File: src/rtl/cal_adder_9_int8_pkg.sv
// Shared CNN datapath constants and the signed saturation helper used by the
// 3x3 window adder tree.
package cnn_pkg;

  localparam int PROD_W   = 16;
  localparam int SUM9_W   = 18;
  localparam int ADD9_LAT = 4;

  // Clamp a signed value into the range of a width-bit two's complement number.
  function automatic logic signed [31:0] sat_signed(input logic signed [31:0] val,
                                                    input int                 width);
    logic signed [31:0] max_v;
    logic signed [31:0] min_v;
    max_v = (32'sd1 <<< (width - 1)) - 32'sd1;
    min_v = -max_v - 32'sd1;
    if (val > max_v) begin
      return max_v;
    end else if (val < min_v) begin
      return min_v;
    end else begin
      return val;
    end
  endfunction

endpackage

File: src/rtl/cal_adder_9_int8_if.sv
// Window bus between the 3x3 multiplier array and the adder tree: nine
// products in, one saturated sum out.
interface cal_adder_9_int8_if #(
  parameter int DIN_W  = 16,
  parameter int DOUT_W = 18
) ();

  logic                     valid_in;
  logic signed [DIN_W-1:0]  a0, a1, a2, a3, a4, a5, a6, a7, a8;
  logic signed [DOUT_W-1:0] dout;
  logic                     valid_out;
  logic                     ovf;

  modport master (
    output valid_in, a0, a1, a2, a3, a4, a5, a6, a7, a8,
    input  dout, valid_out, ovf
  );

  modport slave (
    input  valid_in, a0, a1, a2, a3, a4, a5, a6, a7, a8,
    output dout, valid_out, ovf
  );

endinterface

File: src/rtl/cal_adder_9_int8_add_pair_reg.sv
// One registered adder node of the tree: full-precision signed a+b, one bit
// wider than the operands so no node can overflow.
module add_pair_reg #(
  parameter int W = 16
) (
  input  logic                clk,
  input  logic                rst_n,
  input  logic signed [W-1:0] a,
  input  logic signed [W-1:0] b,
  output logic signed [W:0]   sum
);

  // Sign-extended sum register, cleared by synchronous reset.
  always_ff @(posedge clk) begin
    if (!rst_n) begin
      sum <= {(W + 1){1'b0}};
    end else begin
      sum <= {a[W-1], a} + {b[W-1], b};
    end
  end

endmodule

File: src/rtl/cal_adder_9_int8.sv
// Four-stage pipelined adder tree summing one 3x3 window of signed products,
// with a saturating (or wrapping) output stage and a matching valid pipe.
module cal_adder_9_int8
  import cnn_pkg::*;
#(
  parameter int DIN_W    = PROD_W,
  parameter int DOUT_W   = SUM9_W,
  parameter int SATURATE = 1
) (
  input logic                clk,
  input logic                rst_n,
  cal_adder_9_int8_if.slave  bus
);

  logic signed [DIN_W-1:0]  a_s [0:8];
  logic signed [DIN_W:0]    p_r [0:3];
  logic signed [DIN_W:0]    p4_r;
  logic signed [DIN_W+1:0]  q_r [0:1];
  logic signed [DIN_W+1:0]  q2_r;
  logic signed [DIN_W+2:0]  r0_r;
  logic signed [DIN_W+2:0]  r1_r;
  logic signed [DIN_W+3:0]  s_s;
  logic signed [31:0]       s_ext_s;
  logic signed [31:0]       sat_s;
  logic signed [DOUT_W-1:0] dout_s;
  logic                     ovf_s;
  logic signed [DOUT_W-1:0] dout_r;
  logic                     ovf_r;
  logic [ADD9_LAT-1:0]      vld_r;

  assign a_s[0] = bus.a0;
  assign a_s[1] = bus.a1;
  assign a_s[2] = bus.a2;
  assign a_s[3] = bus.a3;
  assign a_s[4] = bus.a4;
  assign a_s[5] = bus.a5;
  assign a_s[6] = bus.a6;
  assign a_s[7] = bus.a7;
  assign a_s[8] = bus.a8;

  // Stage 1: four pair sums of row-major neighbours, a8 rides alongside.
  for (genvar i = 0; i < 4; i++) begin : g_s1
    add_pair_reg #(.W(DIN_W)) u_add (
      .clk   (clk),
      .rst_n (rst_n),
      .a     (a_s[2*i]),
      .b     (a_s[2*i+1]),
      .sum   (p_r[i])
    );
  end

  // Stage 2 and 3 adder nodes.
  for (genvar j = 0; j < 2; j++) begin : g_s2
    add_pair_reg #(.W(DIN_W + 1)) u_add (
      .clk   (clk),
      .rst_n (rst_n),
      .a     (p_r[2*j]),
      .b     (p_r[2*j+1]),
      .sum   (q_r[j])
    );
  end

  add_pair_reg #(.W(DIN_W + 2)) u_s3 (
    .clk   (clk),
    .rst_n (rst_n),
    .a     (q_r[0]),
    .b     (q_r[1]),
    .sum   (r0_r)
  );

  // Pass-through lane for the odd ninth product, widened each stage.
  always_ff @(posedge clk) begin
    if (!rst_n) begin
      p4_r <= {(DIN_W + 1){1'b0}};
      q2_r <= {(DIN_W + 2){1'b0}};
      r1_r <= {(DIN_W + 3){1'b0}};
    end else begin
      p4_r <= {a_s[8][DIN_W-1], a_s[8]};
      q2_r <= {p4_r[DIN_W], p4_r};
      r1_r <= {q2_r[DIN_W+1], q2_r};
    end
  end

  // Final sum and range check; ovf reports range exceed even in wrap mode.
  always_comb begin
    s_s     = {r0_r[DIN_W+2], r0_r} + {r1_r[DIN_W+2], r1_r};
    s_ext_s = 32'(s_s);
    sat_s   = sat_signed(s_ext_s, DOUT_W);
    ovf_s   = (sat_s != s_ext_s);
    if (SATURATE != 0) begin
      dout_s = sat_s[DOUT_W-1:0];
    end else begin
      dout_s = s_s[DOUT_W-1:0];
    end
  end

  // Stage 4 output register and valid pipe.
  always_ff @(posedge clk) begin
    if (!rst_n) begin
      dout_r <= {DOUT_W{1'b0}};
      ovf_r  <= 1'b0;
      vld_r  <= {ADD9_LAT{1'b0}};
    end else begin
      dout_r <= dout_s;
      ovf_r  <= ovf_s;
      vld_r  <= {vld_r[ADD9_LAT-2:0], bus.valid_in};
    end
  end

  assign bus.dout      = dout_r;
  assign bus.ovf       = ovf_r;
  assign bus.valid_out = vld_r[ADD9_LAT-1];

endmodule

File: src/flat_wrapper.sv
// flat-port wrapper written by rule: the top's interface ports become plain ports
module cal_adder_9_int8_flat import cnn_pkg::*;
#(
  parameter int DIN_W    = PROD_W,
  parameter int DOUT_W   = SUM9_W,
  parameter int SATURATE = 1
)
  (clk, rst_n, bus_valid_in, bus_a0, bus_a1, bus_a2, bus_a3, bus_a4, bus_a5, bus_a6, bus_a7, bus_a8, bus_dout, bus_valid_out, bus_ovf);
  cal_adder_9_int8_if #(.DIN_W(DIN_W), .DOUT_W(DOUT_W)) bus_i ();
  input logic clk;
  input logic rst_n;
  input wire logic [$bits(bus_i.valid_in)-1:0] bus_valid_in;
  input wire logic [$bits(bus_i.a0)-1:0] bus_a0;
  input wire logic [$bits(bus_i.a1)-1:0] bus_a1;
  input wire logic [$bits(bus_i.a2)-1:0] bus_a2;
  input wire logic [$bits(bus_i.a3)-1:0] bus_a3;
  input wire logic [$bits(bus_i.a4)-1:0] bus_a4;
  input wire logic [$bits(bus_i.a5)-1:0] bus_a5;
  input wire logic [$bits(bus_i.a6)-1:0] bus_a6;
  input wire logic [$bits(bus_i.a7)-1:0] bus_a7;
  input wire logic [$bits(bus_i.a8)-1:0] bus_a8;
  output wire logic [$bits(bus_i.dout)-1:0] bus_dout;
  output wire logic [$bits(bus_i.valid_out)-1:0] bus_valid_out;
  output wire logic [$bits(bus_i.ovf)-1:0] bus_ovf;
  assign bus_i.valid_in = bus_valid_in;
  assign bus_i.a0 = bus_a0;
  assign bus_i.a1 = bus_a1;
  assign bus_i.a2 = bus_a2;
  assign bus_i.a3 = bus_a3;
  assign bus_i.a4 = bus_a4;
  assign bus_i.a5 = bus_a5;
  assign bus_i.a6 = bus_a6;
  assign bus_i.a7 = bus_a7;
  assign bus_i.a8 = bus_a8;
  assign bus_dout = bus_i.dout;
  assign bus_valid_out = bus_i.valid_out;
  assign bus_ovf = bus_i.ovf;
  cal_adder_9_int8 #(.DIN_W(DIN_W), .DOUT_W(DOUT_W), .SATURATE(SATURATE)) u_core (.clk(clk), .rst_n(rst_n), .bus(bus_i));
endmodule
File: config.mk
export PLATFORM = sky130hd
export DESIGN_NAME = cal_adder_9_int8_flat
export DESIGN_NICKNAME = d
export VERILOG_FILES = /design/src/rtl/cal_adder_9_int8_pkg.sv /design/src/rtl/cal_adder_9_int8_if.sv /design/src/rtl/cal_adder_9_int8_add_pair_reg.sv /design/src/rtl/cal_adder_9_int8.sv /design/src/flat_wrapper.sv
export SDC_FILE = /design/constraint.sdc
export NUM_CORES = 1
export LEC_CHECK = 0
export CORE_MARGIN = 3
export CORE_UTILIZATION = 40
export DETAILED_ROUTE_END_ITERATION = 16
export SLEW_MARGIN = 30
export SYNTH_ARGS = -nofsm -noshare
export SYNTH_HDL_FRONTEND = slang
export SYNTH_SLANG_ARGS = --single-unit
export TNS_END_PERCENT = 1
File: constraint.sdc
create_clock -name clk -period 4.3 [get_ports clk]
set_clock_uncertainty 0.2 [all_clocks]
set_input_delay 0.86 -clock clk [delete_from_list [all_inputs] [get_ports clk]]
set_output_delay 0.86 -clock clk [all_outputs]
set_load 0.02 [all_outputs]
==> results of run 1 <==
[per-layer routing]
layer	up-vias	global-route usage (%)	share of wire [%]
li1	4565	-	-
met1	3863	20.8	50
met2	151	25.1	45
met3	21	2.36	2.8
met4	0	4.62	1.6
met5	-	0	0
[state kept, by name, summed over array words and instances (netlist names)]
signal                 flops
u_core.u_s3.sum           19
u_core.bus.ovf             1
u_core.r1_r               16
u_core.g_s1.u_add.sum     68
u_core.g_s2.u_add.sum     36
u_core.bus.dout           18
u_core.vld_r               4
u_core.q2_r               16
u_core.p4_r               16
[cell type report]
cell class	count	area [µm²]	share of cell area (%)
Timing Repair Buffer	168	1680	12.6
Tap cell	335	419	3.12
Sequential cell	194	3880	28.9
Clock inverter	14	164	1.22
Clock buffer	18	439	3.27
Inverter	58	219	1.63
Multi-Input combinational cell	927	6610	49.3
[cells by family after synthesis]
family	share of synthesized area, %
adder cells (fa/ha/maj)	17.2
multiplexers	0.277
AND/OR/NAND/NOR	19.9
AO/OA/AOI/OAI	17.2
XOR/XNOR	6.47
flip-flops	35.9
buffers and inverters	3.09
[worst max-delay path: stages]
cell and delay (ns):
clkdlybuf4s50_1 0.46, ha_1 0.16, inv_1 0.05, fa_1 0.37
nor2b_1 0.16, o21ai_0 0.13, a21boi_0 0.26, o21ai_0 0.18
a21oi_1 0.33, a211oi_1 0.16, o31ai_1 0.44, a2111oi_0 0.18
o21a_1 0.19
[per-stage QoR]
step | power (W) | instances | util [%]
floorplan | 0.00348 | 1207 | -
global placement | 0.00400 | 1682 | 48.6
detailed placement | 0.00401 | 1682 | 48.6
CTS | 0.00562 | 1714 | 50.9
global route | 0.00595 | 1714 | 50.9
finish | 0.00557 | 1714 | 50.9
[report_power, final]
group,switching [W],internal (W)
registers,0.0000934,0.00207
logic,0.000941,0.000867
clock network,0.000745,0.000849
total,0.00178,0.00379
[how the worst max path moves through the flow]
stage / startpoint / end / cells after the start
floorplan: u_core.r1_r[4]$_SDFF_PN0_ / u_core.bus.dout[10]$_SDFF_PN0_ / 15
global placement: bus_a1[0] / u_core.g_s1[0].u_add.sum[16]$_SDFF_PN0_ / 13
detailed placement: bus_a0[0] / u_core.g_s1[0].u_add.sum[16]$_SDFF_PN0_ / 13
CTS: u_core.r1_r[1]$_SDFF_PN0_ / u_core.bus.dout[4]$_SDFF_PN0_ / 13
global route: bus_a0[0] / u_core.g_s1[0].u_add.sum[16]$_SDFF_PN0_ / 13
finish: bus_a1[0] / u_core.g_s1[0].u_add.sum[16]$_SDFF_PN0_ / 13
[cell usage in the layout (no fill, tap or decap), drive strengths merged, types with 4 or more instances in the layout]
| cell | n |
|---|---|
| nand2 | 53 |
| inv | 66 |
| o31ai | 5 |
| or2 | 6 |
| a2111oi | 4 |
| nor2 | 145 |
| xnor2 | 35 |
| o21bai | 4 |
| o21a | 26 |
| nand2b | 15 |
| a21oi | 71 |
| a21o | 25 |
| and2 | 66 |
| nor2b | 29 |
| or3 | 13 |
| a41o | 4 |
| dfxtp | 194 |
| a21boi | 8 |
| clkinv | 4 |
| o21ai | 54 |
| nand3 | 18 |
| a2111o | 5 |
| fa | 8 |
| o211ai | 13 |
| a31oi | 7 |
| nor3b | 7 |
| ha | 136 |
| clkbuf | 18 |
| xor2 | 45 |
| o41ai | 5 |
| a211oi | 15 |
| nor3 | 48 |
| o2111a | 4 |
| clkdlybuf4s50 | 165 |
| and3 | 12 |
==> impl_metrics.ini, run 1 <==
[run_status]
status = complete, no violations

[final_layout]
drive_above_1_share_pct = 4.06
syn_to_final_growth_pct = 23.9
final_nets = 1657
fin_area_mm2 = 0.0134
fillers = 2500
antenna_cells = 0

[yosys]
synthArstFlopShare_pct = 0
seq_area_frac_synth_pct = 35.9
netlist_area_mm2 = 0.0108
avgSynthCellArea_um2 = 8.97
synth_edf_count = 0
yosysMostFrequentCell = dfxtp_1
synth_top_flop_cell = dfxtp_1
synth_seq_cells = 194
yosysWarnings = 0
netlist_instances = 1207
yosysTopAreaCell = dfxtp_1
netlist_top_cells_area = dfxtp_1 36%, ha_1 16%, nor2_1 5.0%
synth_common_cells = 194 x dfxtp_1, 145 x nor2_1, 136 x ha_1
synth_cell_types = 67
synth_top_area_share_pct = 35.9
syn_nets = 1498

[clocking]
clock_path_buffers = 2
insertion_delay_ns = 0.43
postCtsResizedCells = 0
cts-root-buf = clkbuf_16
postCtsSetupBuffers = 0
h-tree-depth = 4
cts_tree = built
hold_buffers = 0
numCtsBuffers = 17
cts.clk_slew.worst_paths_ns = 0.08
numClockSinks = 194

[die]
initial_core_util_pct = 41.1
io_pins = 167
core_area_mm2 = 0.0264
die_w_um = 171
die_h_um = 171
die_area_mm2 = 0.0291
num_rows = 59

[min_path]
hold_start = u_core.p4_r[2]$_SDFF_PN0_
holdPathStages = 1
hold_class = reg -> reg
holdPathEnd = u_core.q2_r[2]$_SDFF_PN0_

[sta]
finalCritPeriodShare_pct = 88.9
rsz0062_at_grt = no
tightest_slew_ns = 0.796
slew_headroom_pct = 46.9
hold_violations = 0
fin_setup_tns_ns = 0
fin_crit_ns = 3.82
holdWs_ns = 0.233
final.setup.worst_slack_ns = 0.478
fmax_ghz = 0.262
setup_viol = 0
slew_viol_final = 0

[pwr]
peakVddDrop_mv = 0.273
cellPowerDensity_mw_per_mm2 = 415
p_leak_nw = 5.86

[detailed_routing]
drt_iter0_drc = 293
wl_per_cell_um = 13.0
antenna_left = 0
vias_per_cell = 5.02
drt_pre_antenna_iters = 5
wl_um = 22300
drc = 0
vias = 8600

[place]
io_buffers = 166
dpl_worst_slack_ns = 0.0897
place_area_mm2 = 0.0128
post-dp-hpwl_um = 17700
gp_congestion = 0.819

[setup_path]
rr_worst_depth = 11
start_kind = input pin
cp_max_fo = 3
arrival_ns = 3.94
critPathRequiredTime_ns = 4.42
r2r_slack_ns = 0.58
cp-end-kind = flop
crit_type = in -> reg
critical_path.reg2reg.startpoint = u_core.r1_r[4]$_SDFF_PN0_
r2r-end = u_core.bus.dout[4]$_SDFF_PN0_

[global_routing]
grt_pass1_wl_um = 37100
grt_pass1_vias = 8315
track_usage_pct = 15.3
antenna_found_initial = 0
gr-total-overflow = 0
grt_max_degree = 97

[flow_run]
max_cap_viol_count = 0
No activity file was read; power rests on OpenSTA's default activity.
==> run 2, diff against run 1 <==
Settings changed: TNS_END_PERCENT 1 to default.
==> results of run 2 <==
Final layout, timing and power as in run 1 (identical DEF).
==> run 3, diff against run 2 <==
Settings changed: SYNTH_HIERARCHICAL from default to 1, TNS_END_PERCENT from default to 100.
==> impl_metrics.ini, run 3 <==
[run_status]
status = complete, no violations

[yosys]
synth_edf_count = 0
yosysTopAreaCell = dfxtp_1
yosysMostFrequentCell = dfxtp_1
synth_common_cells = 194 x dfxtp_1, 136 x ha_1, 121 x a21oi_1
netlist_instances = 1373
syn_nets = 1664
netlist_top_cells_area = dfxtp_1 32%, ha_1 14%, a21oi_1 5.0%
synth_top_flop_cell = dfxtp_1
avgSynthCellArea_um2 = 8.87
synth_cell_types = 85
netlist_area_mm2 = 0.0122
yosysWarnings = 6
seq_area_frac_synth_pct = 31.9
synth_seq_cells = 194
synthArstFlopShare_pct = 0
synth_top_area_share_pct = 31.9

[global_routing]
gr-total-overflow = 0
grt_pass1_vias = 9685
track_usage_pct = 16.7
antenna_found_initial = 0
grt_pass1_wl_um = 46100
grt_max_degree = 56

[die]
core_area_mm2 = 0.0298
die_h_um = 180
num_rows = 63
die_w_um = 180
die_area_mm2 = 0.0326
io_pins = 167
initial_core_util_pct = 40.9

[pwr]
p_leak_nw = 6.17
netSwitchingFraction_pct = 35.4
p_comb_share_pct = 36.9
internal_power_w = 0.00399
cellPowerDensity_mw_per_mm2 = 416
p_clk_share_pct = 27.1
switching_power_w = 0.00219
peakVddDrop_mv = 0.320
power_frac_seq_pct = 35.9

[sta]
finalCritPeriodShare_pct = 88.2
slew_headroom_pct = 56.0
tightest_slew_ns = 0.653
fmax_ghz = 0.264
setup_viol = 0
fin_crit_ns = 3.79
hold_violations = 0
slew_viol_final = 0
fin_setup_tns_ns = 0
rsz0062_at_grt = no

[final_layout]
fillers = 2898
largest_register_ffs = 68
antenna_cells = 0
postLayoutCoreUtil_pct = 49.8
syn_to_final_growth_pct = 21.8
top_register = u_core/g_s1.u_add/sum
drive_above_1_share_pct = 6.55
reg_top3 = u_core/g_s1.u_add/sum x68, u_core/g_s2.u_add/sum x36, u_core/u_s3/sum x19
ff_latch_area_mm2 = 0.00388
multi_input_area_mm2 = 0.00796
layout_commonest_cell = dfxtp_1
final_nets = 1820
final_cell_mix = 194 x dfxtp_1, 165 x clkdlybuf4s50_1, 136 x ha_1

[detailed_routing]
vias_per_cell = 5.22
antenna_left = 0
wl_um = 27600
drt_pre_antenna_iters = 5
wl_per_cell_um = 14.3
drc = 0
drt_iter0_drc = 514
vias = 10100

[clocking]
cts-root-buf = clkbuf_16
numClockSinks = 194
hold_buffers = 0
postCtsSetupBuffers = 0
insertion_delay_ns = 0.44
cts_tree = built
numCtsBuffers = 17
postCtsResizedCells = 0
h-tree-depth = 4
cts.clk_slew.worst_paths_ns = 0.08
clock_path_buffers = 2

[setup_path]
arrival_ns = 3.91
cp_cell_sequence = ha_1, inv_1, fa_1, nand2b_1, a21o_1, a211oi_2, o31a_1, o22ai_2, xnor2_2, nand3_1, ha_1, nor3b_1, nand4_1, nor4bb_1, nand4_1, and4bb_1, nor3_1
slowest_delay_ns = 0.39
start_kind = flop
cp_slowest_cell = fa_1
crit_type = reg -> reg
cp_max_fo = 5
cp-end-kind = flop
critPathRequiredTime_ns = 4.42

[place]
io_buffers = 166
post-dp-hpwl_um = 22000
gp_congestion = 0.841

[min_path]
hold_class = reg -> reg

[flow_run]
max_cap_viol_count = 0
## run 3: per-layer routing
| layer | up-vias | track usage (%) | part of all wire, % |
|---|---|---|---|
| met5 | - | 0 | 0 |
| met4 | 0 | 4.42 | 1.4 |
| met2 | 151 | 27.6 | 47 |
| met1 | 4601 | 22.8 | 49 |
| li1 | 5320 | - | - |
| met3 | 21 | 2.79 | 3.1 |
## run 3: logic make-up after synthesis
logic type | share of synthesized area [%]
XOR/XNOR | 4.59
buffers and inverters | 2.67
AND/OR/NAND/NOR | 20.4
multiplexers | 1.56
adder cells (fa/ha/maj) | 15.3
AO/OA/AOI/OAI | 23.6
flip-flops | 31.9
## run 3: metrics by stage
stage	std cells	setup slack [ns]	power (W)	instance area (µm²)	hold slack, ns
floorplan	1373	0.835	0.00385	12200	0.212
global placement	1900	0.606	0.00452	14200	0.219
detailed placement	1900	0.532	0.00453	14200	0.220
CTS	1932	0.478	0.00623	14800	0.240
global route	1932	0.168	0.00658	14800	0.247
finish	1932	0.508	0.00617	14800	0.236
## run 3: cell type report
type	instances	area share, %
Clock buffer	17	2.87
Clock inverter	15	1.48
Inverter	44	1.11
Multi-Input combinational cell	1103	53.7
Sequential cell	194	26.2
Tap cell	390	3.29
Timing Repair Buffer	169	11.3
## run 3: final timing paths
kind / cells past startpoint / to / startpoint / slack, ns
worst min register to register: 1 / u_core/q2_r[1]$_SDFF_PN0_ / u_core/p4_r[1]$_SDFF_PN0_ / 0.24
worst min-delay path: 1 / u_core/q2_r[1]$_SDFF_PN0_ / u_core/p4_r[1]$_SDFF_PN0_ / 0.24
worst max-delay path: 17 / u_core/bus.ovf$_SDFF_PN0_ / u_core/u_s3/sum[0]$_SDFF_PN0_ / 0.51
worst max register to register: 17 / u_core/bus.ovf$_SDFF_PN0_ / u_core/u_s3/sum[0]$_SDFF_PN0_ / 0.51
## run 3: worst max-delay path, delay by kind of cell, from the launching register on
| family | cells | cell delay, ns |
|---|---|---|
| flip-flops | 1 | 0.33 |
| XOR/XNOR | 1 | 0.22 |
| adder cells (fa/ha/maj) | 3 | 0.80 |
| buffers and inverters | 1 | 0.06 |
| AO/OA/AOI/OAI | 4 | 0.73 |
| AND/OR/NAND/NOR | 8 | 1.34 |
## run 3: power by group through the flow
stage                     clock (W)  combinational [W]  sequential (W)
after floorplan                   0            0.00153         0.00232
after global placement            0            0.00225         0.00226
after detailed placement          0            0.00226         0.00227
after CTS                   0.00172            0.00229         0.00223
after global routing        0.00179            0.00254         0.00225
final                       0.00168            0.00228         0.00222
